$ cat config.mk
export PLATFORM = sky130hd
export DESIGN_NAME = uart_core
export DESIGN_NICKNAME = d
export VERILOG_FILES = /design/src/rtl/uart_pkg.sv /design/src/rtl/uart_baud_gen.sv /design/src/rtl/uart_core.sv
export SDC_FILE = /design/constraint.sdc
export NUM_CORES = 1
export LEC_CHECK = 0
export BUFFER_PORTS_ARGS = -buffer_cell sky130_fd_sc_hd__buf_2
export CAP_MARGIN = 20
export CORE_MARGIN = 4
export CORE_UTILIZATION = 50
export DETAILED_ROUTE_END_ITERATION = 12
export PLACE_DENSITY = 0.79
export SLEW_MARGIN = 10
export SYNTH_ARGS = -nofsm -noshare
export SYNTH_HDL_FRONTEND = slang
export SYNTH_SLANG_ARGS = --single-unit
$ cat constraint.sdc
create_clock -name clk -period 5.9 [get_ports clk]
set_input_delay 0.59 -clock clk [delete_from_list [all_inputs] [get_ports clk]]
set_output_delay 0.59 -clock clk [all_outputs]
set_load 0.02 [all_outputs]
$ cat src/rtl/uart_pkg.sv
// Shared types, constants and helpers for the 8N1 UART core.
package uart_pkg;

    localparam int unsigned DATA_BITS  = 8;
    localparam int unsigned OVERSAMPLE = 16;

    typedef enum logic [1:0] {
        TX_IDLE,
        TX_START,
        TX_DATA,
        TX_STOP
    } tx_state_e;

    typedef enum logic [1:0] {
        RX_IDLE,
        RX_START,
        RX_DATA,
        RX_STOP
    } rx_state_e;

    // Clock cycles per tick for a given line rate and oversample factor (integer division).
    function automatic int unsigned baud_div(input int unsigned clk_freq,
                                             input int unsigned baud,
                                             input int unsigned os);
        return clk_freq / (baud * os);
    endfunction

endpackage

$ cat src/rtl/uart_baud_gen.sv
// Free-running tick generators: one pulse per tx bit period, one per rx oversample period.
module uart_baud_gen #(
    parameter int unsigned TX_DIV = 5208,
    parameter int unsigned RX_DIV = 325
) (
    input  logic clk,
    input  logic rst,
    output logic baud_tick1,
    output logic baud_tick2
);

    localparam int unsigned TX_W = (TX_DIV > 1) ? $clog2(TX_DIV) : 1;
    localparam int unsigned RX_W = (RX_DIV > 1) ? $clog2(RX_DIV) : 1;

    logic [TX_W-1:0] tx_cnt;
    logic [RX_W-1:0] rx_cnt;

    // Tx bit-rate counter: pulse when the count reaches TX_DIV-1, then wrap.
    always_ff @(posedge clk) begin
        if (rst) begin
            tx_cnt     <= '0;
            baud_tick1 <= 1'b0;
        end else if (tx_cnt == TX_W'(TX_DIV - 1)) begin
            tx_cnt     <= '0;
            baud_tick1 <= 1'b1;
        end else begin
            tx_cnt     <= tx_cnt + TX_W'(1);
            baud_tick1 <= 1'b0;
        end
    end

    // Rx oversample counter: pulse when the count reaches RX_DIV-1, then wrap.
    always_ff @(posedge clk) begin
        if (rst) begin
            rx_cnt     <= '0;
            baud_tick2 <= 1'b0;
        end else if (rx_cnt == RX_W'(RX_DIV - 1)) begin
            rx_cnt     <= '0;
            baud_tick2 <= 1'b1;
        end else begin
            rx_cnt     <= rx_cnt + RX_W'(1);
            baud_tick2 <= 1'b0;
        end
    end

endmodule

$ cat src/rtl/uart_core.sv
// 8N1 UART: tick generator, transmitter and receiver sharing one clock domain.
module uart_core
    import uart_pkg::*;
#(
    parameter int unsigned CLK_FREQ = 50_000_000,
    parameter int unsigned BAUD     = 9600
) (
    input  logic       clk,
    input  logic       rst,
    input  logic       wr_en,
    input  logic [7:0] data_in,
    output logic       tx,
    output logic       busy,
    input  logic       rx,
    input  logic       rdy_clr,
    output logic [7:0] data_out,
    output logic       rdy,
    output logic       baud_tick1,
    output logic       baud_tick2
);

    localparam int unsigned TX_DIV    = baud_div(CLK_FREQ, BAUD, 1);
    localparam int unsigned RX_DIV    = baud_div(CLK_FREQ, BAUD, OVERSAMPLE);
    localparam int unsigned BIT_W     = $clog2(DATA_BITS);
    localparam int unsigned OS_W      = $clog2(OVERSAMPLE);
    localparam int unsigned MID_TICK  = OVERSAMPLE / 2 - 1;
    localparam int unsigned LAST_TICK = OVERSAMPLE - 1;

    uart_baud_gen #(
        .TX_DIV (TX_DIV),
        .RX_DIV (RX_DIV)
    ) u_baud_gen (
        .clk        (clk),
        .rst        (rst),
        .baud_tick1 (baud_tick1),
        .baud_tick2 (baud_tick2)
    );

    // ------------------------------------------------------------------
    // Transmitter
    // ------------------------------------------------------------------
    tx_state_e              tx_state, tx_state_n;
    logic [DATA_BITS-1:0]   tx_shreg, tx_shreg_n;
    logic [BIT_W-1:0]       tx_bit, tx_bit_n;
    logic                   busy_n;
    logic                   tx_n;

    // Tx state and line registers; tx line is registered alongside the state it reflects.
    always_ff @(posedge clk) begin
        if (rst) begin
            tx_state <= TX_IDLE;
            tx_shreg <= '0;
            tx_bit   <= '0;
            busy     <= 1'b0;
            tx       <= 1'b1;
        end else begin
            tx_state <= tx_state_n;
            tx_shreg <= tx_shreg_n;
            tx_bit   <= tx_bit_n;
            busy     <= busy_n;
            tx       <= tx_n;
        end
    end

    // Tx next-state: a byte accepted in IDLE waits (busy) for the next bit tick to start.
    always_comb begin
        tx_state_n = tx_state;
        tx_shreg_n = tx_shreg;
        tx_bit_n   = tx_bit;
        busy_n     = busy;
        tx_n       = 1'b1;

        case (tx_state)
            TX_IDLE: begin
                if (!busy && wr_en) begin
                    tx_shreg_n = data_in;
                    busy_n     = 1'b1;
                end else if (busy && baud_tick1) begin
                    tx_state_n = TX_START;
                end
            end
            TX_START: begin
                if (baud_tick1) begin
                    tx_state_n = TX_DATA;
                    tx_bit_n   = '0;
                end
            end
            TX_DATA: begin
                if (baud_tick1) begin
                    if (tx_bit == BIT_W'(DATA_BITS - 1)) begin
                        tx_state_n = TX_STOP;
                    end else begin
                        tx_bit_n = tx_bit + BIT_W'(1);
                    end
                end
            end
            TX_STOP: begin
                if (baud_tick1) begin
                    tx_state_n = TX_IDLE;
                    busy_n     = 1'b0;
                end
            end
            default: tx_state_n = TX_IDLE;
        endcase

        case (tx_state_n)
            TX_START: tx_n = 1'b0;
            TX_DATA:  tx_n = tx_shreg_n[tx_bit_n];
            default:  tx_n = 1'b1;
        endcase
    end

    // ------------------------------------------------------------------
    // Receiver
    // ------------------------------------------------------------------
    logic [1:0]             rx_sync;
    logic                   rx_s;
    rx_state_e              rx_state, rx_state_n;
    logic [OS_W-1:0]        os_cnt, os_cnt_n;
    logic [BIT_W-1:0]       rx_bit, rx_bit_n;
    logic [DATA_BITS-1:0]   rx_shreg, rx_shreg_n;
    logic [DATA_BITS-1:0]   data_out_n;
    logic                   rdy_n;
    logic                   rdy_set;

    // Two-flop synchronizer for the asynchronous rx pin; idles high.
    always_ff @(posedge clk) begin
        if (rst) begin
            rx_sync <= 2'b11;
        end else begin
            rx_sync <= {rx_sync[0], rx};
        end
    end

    assign rx_s = rx_sync[1];

    // Rx state, sample counters and output registers.
    always_ff @(posedge clk) begin
        if (rst) begin
            rx_state <= RX_IDLE;
            os_cnt   <= '0;
            rx_bit   <= '0;
            rx_shreg <= '0;
            data_out <= '0;
            rdy      <= 1'b0;
        end else begin
            rx_state <= rx_state_n;
            os_cnt   <= os_cnt_n;
            rx_bit   <= rx_bit_n;
            rx_shreg <= rx_shreg_n;
            data_out <= data_out_n;
            rdy      <= rdy_n;
        end
    end

    // Rx next-state: mid-bit sampling on the oversample tick; only a good stop bit publishes.
    always_comb begin
        rx_state_n = rx_state;
        os_cnt_n   = os_cnt;
        rx_bit_n   = rx_bit;
        rx_shreg_n = rx_shreg;
        data_out_n = data_out;
        rdy_set    = 1'b0;

        if (baud_tick2) begin
            case (rx_state)
                RX_IDLE: begin
                    if (!rx_s) begin
                        rx_state_n = RX_START;
                        os_cnt_n   = '0;
                    end
                end
                RX_START: begin
                    if (os_cnt == OS_W'(MID_TICK)) begin
                        os_cnt_n = '0;
                        if (rx_s) begin
                            rx_state_n = RX_IDLE;
                        end else begin
                            rx_state_n = RX_DATA;
                            rx_bit_n   = '0;
                        end
                    end else begin
                        os_cnt_n = os_cnt + OS_W'(1);
                    end
                end
                RX_DATA: begin
                    if (os_cnt == OS_W'(LAST_TICK)) begin
                        os_cnt_n   = '0;
                        rx_shreg_n = {rx_s, rx_shreg[DATA_BITS-1:1]};
                        if (rx_bit == BIT_W'(DATA_BITS - 1)) begin
                            rx_state_n = RX_STOP;
                        end else begin
                            rx_bit_n = rx_bit + BIT_W'(1);
                        end
                    end else begin
                        os_cnt_n = os_cnt + OS_W'(1);
                    end
                end
                RX_STOP: begin
                    if (os_cnt == OS_W'(LAST_TICK)) begin
                        os_cnt_n   = '0;
                        rx_state_n = RX_IDLE;
                        if (rx_s) begin
                            data_out_n = rx_shreg;
                            rdy_set    = 1'b1;
                        end
                    end else begin
                        os_cnt_n = os_cnt + OS_W'(1);
                    end
                end
                default: rx_state_n = RX_IDLE;
            endcase
        end

        // A completing byte takes priority over a same-cycle clear.
        rdy_n = rdy_set | (rdy & ~rdy_clr);
    end

endmodule

# == After elaboration in Yosys (flattened, before gate mapping) ==
# Index checks and enable logic that the tools add are counted.
# totals
register_bits,67
input_bits,13
elab_cells,105
# classes
n_eq_ne,23
magnitude_cmp,1
bitwise,3
mux,41
n_addsub,5
n_reduce_logical,16
# op_table
operator,count
$mux 2,12
$mux 3,7
$mux 8,2
$ne 2x2->1 const B,8
$pmux 2 s4,2
$add 13x1->13 const B,1
$eq 13x13->1 const B,1
$mux 4,3
$pmux 3 s2,2
$pmux 4 s3,1
$reduce_and 6->1,2
$eq 2x2->1 const B,5
$add 9x1->9 const B,1
$eq 9x9->1 const B,1
$mux 1,9
$add 3x1->3 const B,2
$eq 2x1->1 const B,3
$eq 3x3->1 const B,2
$reduce_and 3->1,2
$reduce_or 2->1,3
$add 4x1->4 const B,1
$eq 4x3->1 const B,1
$eq 4x4->1 const B,1
$logic_not 2->1,2
12 further kinds,15

# == Longest topological paths before layout ==
# depth
word_depth,7
ltp_mapped,8
depth_no_buf,8

# == By module ==
# Synthesis repeated with hierarchy kept, for this count alone.
# hier_totals
hier_cells,324
area_unflattened_um2,3030.4
# modules_own_cells
module,cells_per_inst,n_inst,area_per_inst_um2
uart_core,210,1,1991.9
uart_baud_gen,114,1,1038.5

# == Least setup slack after synthesis ==
# Ideal clock, no wire load.
# synth_timing
path_kind,reg-to-reg
from,register tx_state[0]
to,register tx
t_arrival_ns,1.835
required_time_ns,5.764
path_stages_with_launch,8
path_slack_ns,3.929
period_less_slack_ns,1.971
setup_time_ns,0.136
path_cell_list,dfxtp_1 > inv_1 > ha_1 > a31oi_1 > a2bb2oi_2 > mux4_1 > a22oi_1 > a41oi_2
# synth_via
elab_chain_len,5
word_cells_on_any_way,18
classes_between,eq/ne: 5; mux: 12; reduce/logical: 1
# synth_lines
item,line_no,source
from (decl),uart_core.sv:42,"tx_state_e tx_state, tx_state_n;"
from (signal assigned),uart_core.sv:57,tx_state <= tx_state_n;
"$eq 2x2->1, or another cell as far along",uart_core.sv:73,case (tx_state)
"$pmux 3 s2, or another cell as far along",uart_core.sv:73,
$bmux 1 s3 / $pmux 2 s4 (equally long branches),"uart_core.sv:108, uart_core.sv:73",
"$mux 1 (implied by the code), or another cell as far along",uart_core.sv:108,TX_DATA: tx_n = tx_shreg_n[tx_bit_n];
$pmux 1 s2 (*),uart_core.sv:106,case (tx_state_n)
to (signal assigned),uart_core.sv:61,tx <= tx_n;
to (decl),uart_core.sv:12,"output logic tx,"
# Mark *: on every way between the ends. The rest lies on a longest branch, timed or not. The select of a mux whose other input is x is not followed.
# A chain may end at the register's enable or synchronous reset.

# == Final worst setup path ==
# Same ends and word-level chain as after synthesis.

==> flow_summary.json <==
{
  "status": "complete, no violations",
  "cp_num_cells": 7,
  "synth_flop_cell": "dfxtp_1",
  "clk_pin_slew_ns": 0.07,
  "synth_warnings": 0,
  "clkLatencyLatePin_ns": 0.33,
  "antenna_found_initial": 0,
  "area_delta_synth_final_pct": 13.15,
  "ff2ff_path_depth": 7,
  "nNetsFinal": 386,
  "synth_nets": 364,
  "synth_top_family_by_area": "simple AND/OR/NAND/NOR gates",
  "synth.largest_area_cell": "dfxtp_1",
  "gr-usage-met3": 0.03746,
  "coreArea_sq_mm": 0.005921,
  "die_area_sq_mm": 0.007379,
  "first_iter_violations": 83,
  "fin_crit_sh": 0.3752,
  "cts_inserted_buffers": 9,
  "synthDominantCellAreaShare": 0.4421,
  "place_ws_ns": 3.713,
  "hold_viol_final": 0,
  "relSlewSlack": 0.3352,
  "grt_max_degree": 48,
  "synth_edf_count": 0,
  "critPathBufInv": 1,
  "synth-seq-area-share": 0.4421,
  "hpwl_mm": 3.872,
  "fp.dieW_um": 85.90,
  "fin_crit_ns": 2.214,
  "drv_slew": 0,
  "slowest_delay_ns": 0.40,
  "synthSimpleGateAreaFrac": 0.2264,
  "setup_slack_ns": 3.686,
  "crit_path_end_kind": "flop",
  "synth_xor_area_frac": 0.05196,
  "crit_chain": "inv_1, ha_1, a31oi_1, a2bb2oi_2, mux4_1, a22oi_1, a41oi_2",
  "grt_pass1_wl_mm": 9.901,
  "grtUsageMet1": 0.2080,
  "grt.met2_usage": 0.2726,
  "cp_slowest_cell": "dfxtp_1",
  "firstDrtPassIters": 4,
  "drive_above_1_share": 0.1471,
  "fill_cells": 532,
  "power.density_mw_per_mm2": 282.1,
  "synthAdderAreaFrac": 0.04536,
  "critPathKind": "flop to flop",
  "die_h_um": 85.90,
  "gp_congestion": 0.8289,
  "grt-ovfl-total": 0,
  "vias_per_cell": 5.269,
  "port_buffers": 25,
  "grt_usage": 0.1671,
  "num_rows": 28,
  "ys_ff_latch": 67,
  "cts.sinks": 67,
  "ir_worst_vdd_mv": 0.2294,
  "grt_pass1_vias": 2282,
  "ys_top_cells_by_area": "dfxtp_1 (44%), nor2_1 (7.1%), mux2i_1 (6.6%)",
  "ctsHtreeMaxLevel": 3,
  "fmax_ghz": 0.4517,
  "cpLargestDelayFamily": "compound AO/OA/AOI/OAI gates",
  "vias": 2329,
  "holdCritPathClass": "flop to flop",
  "setup_viol": 0,
  "io_pins": 26,
  "worst_slew_pin_slew_ns": 0.9917,
  "cp.required_ns": 6.10,
  "synth.area.mux_share": 0.09691,
  "antenna_cells": 0,
  "ys_types": 45,
  "crit_fanout": 5,
  "drc": 0,
  "synthArstFlopShare": 0,
  "tns_ns": 0,
  "skew_ns": 0.007173,
  "antenna_left": 0,
  "synth_compound_area_frac": 0.09567,
  "clock-root-buffer": "clkbuf_8",
  "post_cts_resized": 0,
  "cts_tree": "built",
  "routedWlPerCell_um": 12.45,
  "gr-max-usage-layer": "met2",
  "syn_inst": 340,
  "postCtsSetupBuffers": 0,
  "p_leak_nw": 1.325,
  "critPathArrivalTime_ns": 2.41,
  "clk_path_buf_depth": 2,
  "worstHoldPathCells": 1,
  "start_util": 0.5125,
  "hold_buffers": 0,
  "cap_violations": 0,
  "wl_mm": 5.504,
  "rsz0062_at_grt": "no",
  "netlist_area_sq_mm": 0.003034,
  "start_kind": "flop",
  "syn_area_per_cell_sq_um": 8.924
}
## worst register-to-register path, cell delays in order, from the launching register on
cell       delay (ns)
dfxtp_1          0.40
inv_1            0.09
ha_1             0.36
a31oi_1          0.24
a2bb2oi_2        0.30
mux4_1           0.34
a22oi_1          0.21
a41oi_2          0.14
## area by class of cell
type	count	area [sq um]	area share
tap	75	93.84	0.02733
sequential	67	1341	0.3907
multi-input combinational	245	1572	0.4577
timing repair buffer	25	125.1	0.03644
clock inverter	6	111.4	0.03243
inverter	14	52.55	0.01531
clock buffer	10	137.6	0.04009
## placed cells by master (no fill, tap or decap), types with 2 or more instances in the layout
| cell | instances |
|---|---|
| nor2_1 | 57 |
| nand3_1 | 15 |
| bufinv_16 | 3 |
| dfxtp_1 | 67 |
| nor4_1 | 2 |
| nand4_1 | 5 |
| buf_2 | 25 |
| nand3b_1 | 2 |
| nand2_1 | 34 |
| or2_2 | 2 |
| ha_1 | 11 |
| clkbuf_8 | 10 |
| nand2b_1 | 4 |
| and2_1 | 4 |
| nor4bb_1 | 2 |
| a22oi_2 | 2 |
| mux4_2 | 3 |
| a21oi_1 | 21 |
| mux2i_1 | 20 |
| nor2b_1 | 6 |
| o21ai_0 | 8 |
| xnor2_1 | 7 |
| o21bai_1 | 2 |
| xor2_1 | 11 |
| inv_1 | 13 |
| and3_1 | 7 |
| a31oi_1 | 2 |
## cell usage after synthesis, types with 5 or more instances
cell / number
a21oi_1: 21
xnor2_1: 7
o21ai_0: 8
xor2_1: 11
nor2_1: 57
nand4_1: 5
nand3_1: 15
inv_1: 13
mux2i_1: 20
dfxtp_1: 67
buf_2: 5
clkbuf_1: 7
nand2_1: 34
ha_1: 11
and3_1: 7
nor2b_1: 6
## kinds of logic (layout without fill, tap and decap cells)
| logic type | Yosys count | in the layout |
|---|---|---|
| muxes | 24 | 24 |
| DFF | 67 | 67 |
| and+or+nand+nor | 147 | 147 |
| xor gates and xnor gates | 18 | 18 |
| buffers and inverters | 28 | 55 |
| AOI/OAI and AO/OA | 45 | 45 |
| adders and majority gates | 11 | 11 |
## stage by stage
stage / power [mW] / hold WS [ns] / utilization / std cells / area [sq um]
5_1_grt: 1.010 / 0.4291 / 0.5799 / 442 / 3433
3_3_place_gp: 0.5109 / 0.3976 / 0.5378 / 426 / 3184
6_report: 0.9685 / 0.4151 / 0.5799 / 442 / 3433
2_1_floorplan: 0.5034 / 0.3895 / - / 340 / 3034
3_5_place_dp: 0.5125 / 0.3992 / 0.5378 / 426 / 3184
4_1_cts: 0.9842 / 0.4177 / 0.5799 / 442 / 3433
## routing by layer
metal | vias to the layer above | share of wire
met1 | 1077 | 0.47
met5 | - | 0
li1 | 1195 | -
met4 | 0 | 0.0051
met3 | 4 | 0.043
met2 | 53 | 0.48
## sequential cells by signal, indices dropped and copies added, names as in the netlist, 2 cells and up, named ones only
signal,flops
rx_shreg,8
tx_bit,3
u_baud_gen.tx_cnt,13
u_baud_gen.rx_cnt,9
data_out,8
os_cnt,4
rx_bit,3
tx_shreg,8
rx_sync,2
tx_state,2
## report_power, final
part | internal (mW) | switching, mW
clock | 0.293 | 0.174
sequential | 0.460 | 0.00603
combinational | 0.0154 | 0.0205
## final timing paths
path | start | to | slack, ns
worst max-delay path | tx_state[0] | tx | 3.69
worst min-delay path | rx_sync[0] | rx_sync[1] | 0.42
worst max register to register | tx_state[0] | tx | 3.69
worst min register to register | rx_sync[0] | rx_sync[1] | 0.42
No activity file was read; power rests on OpenSTA's default activity.
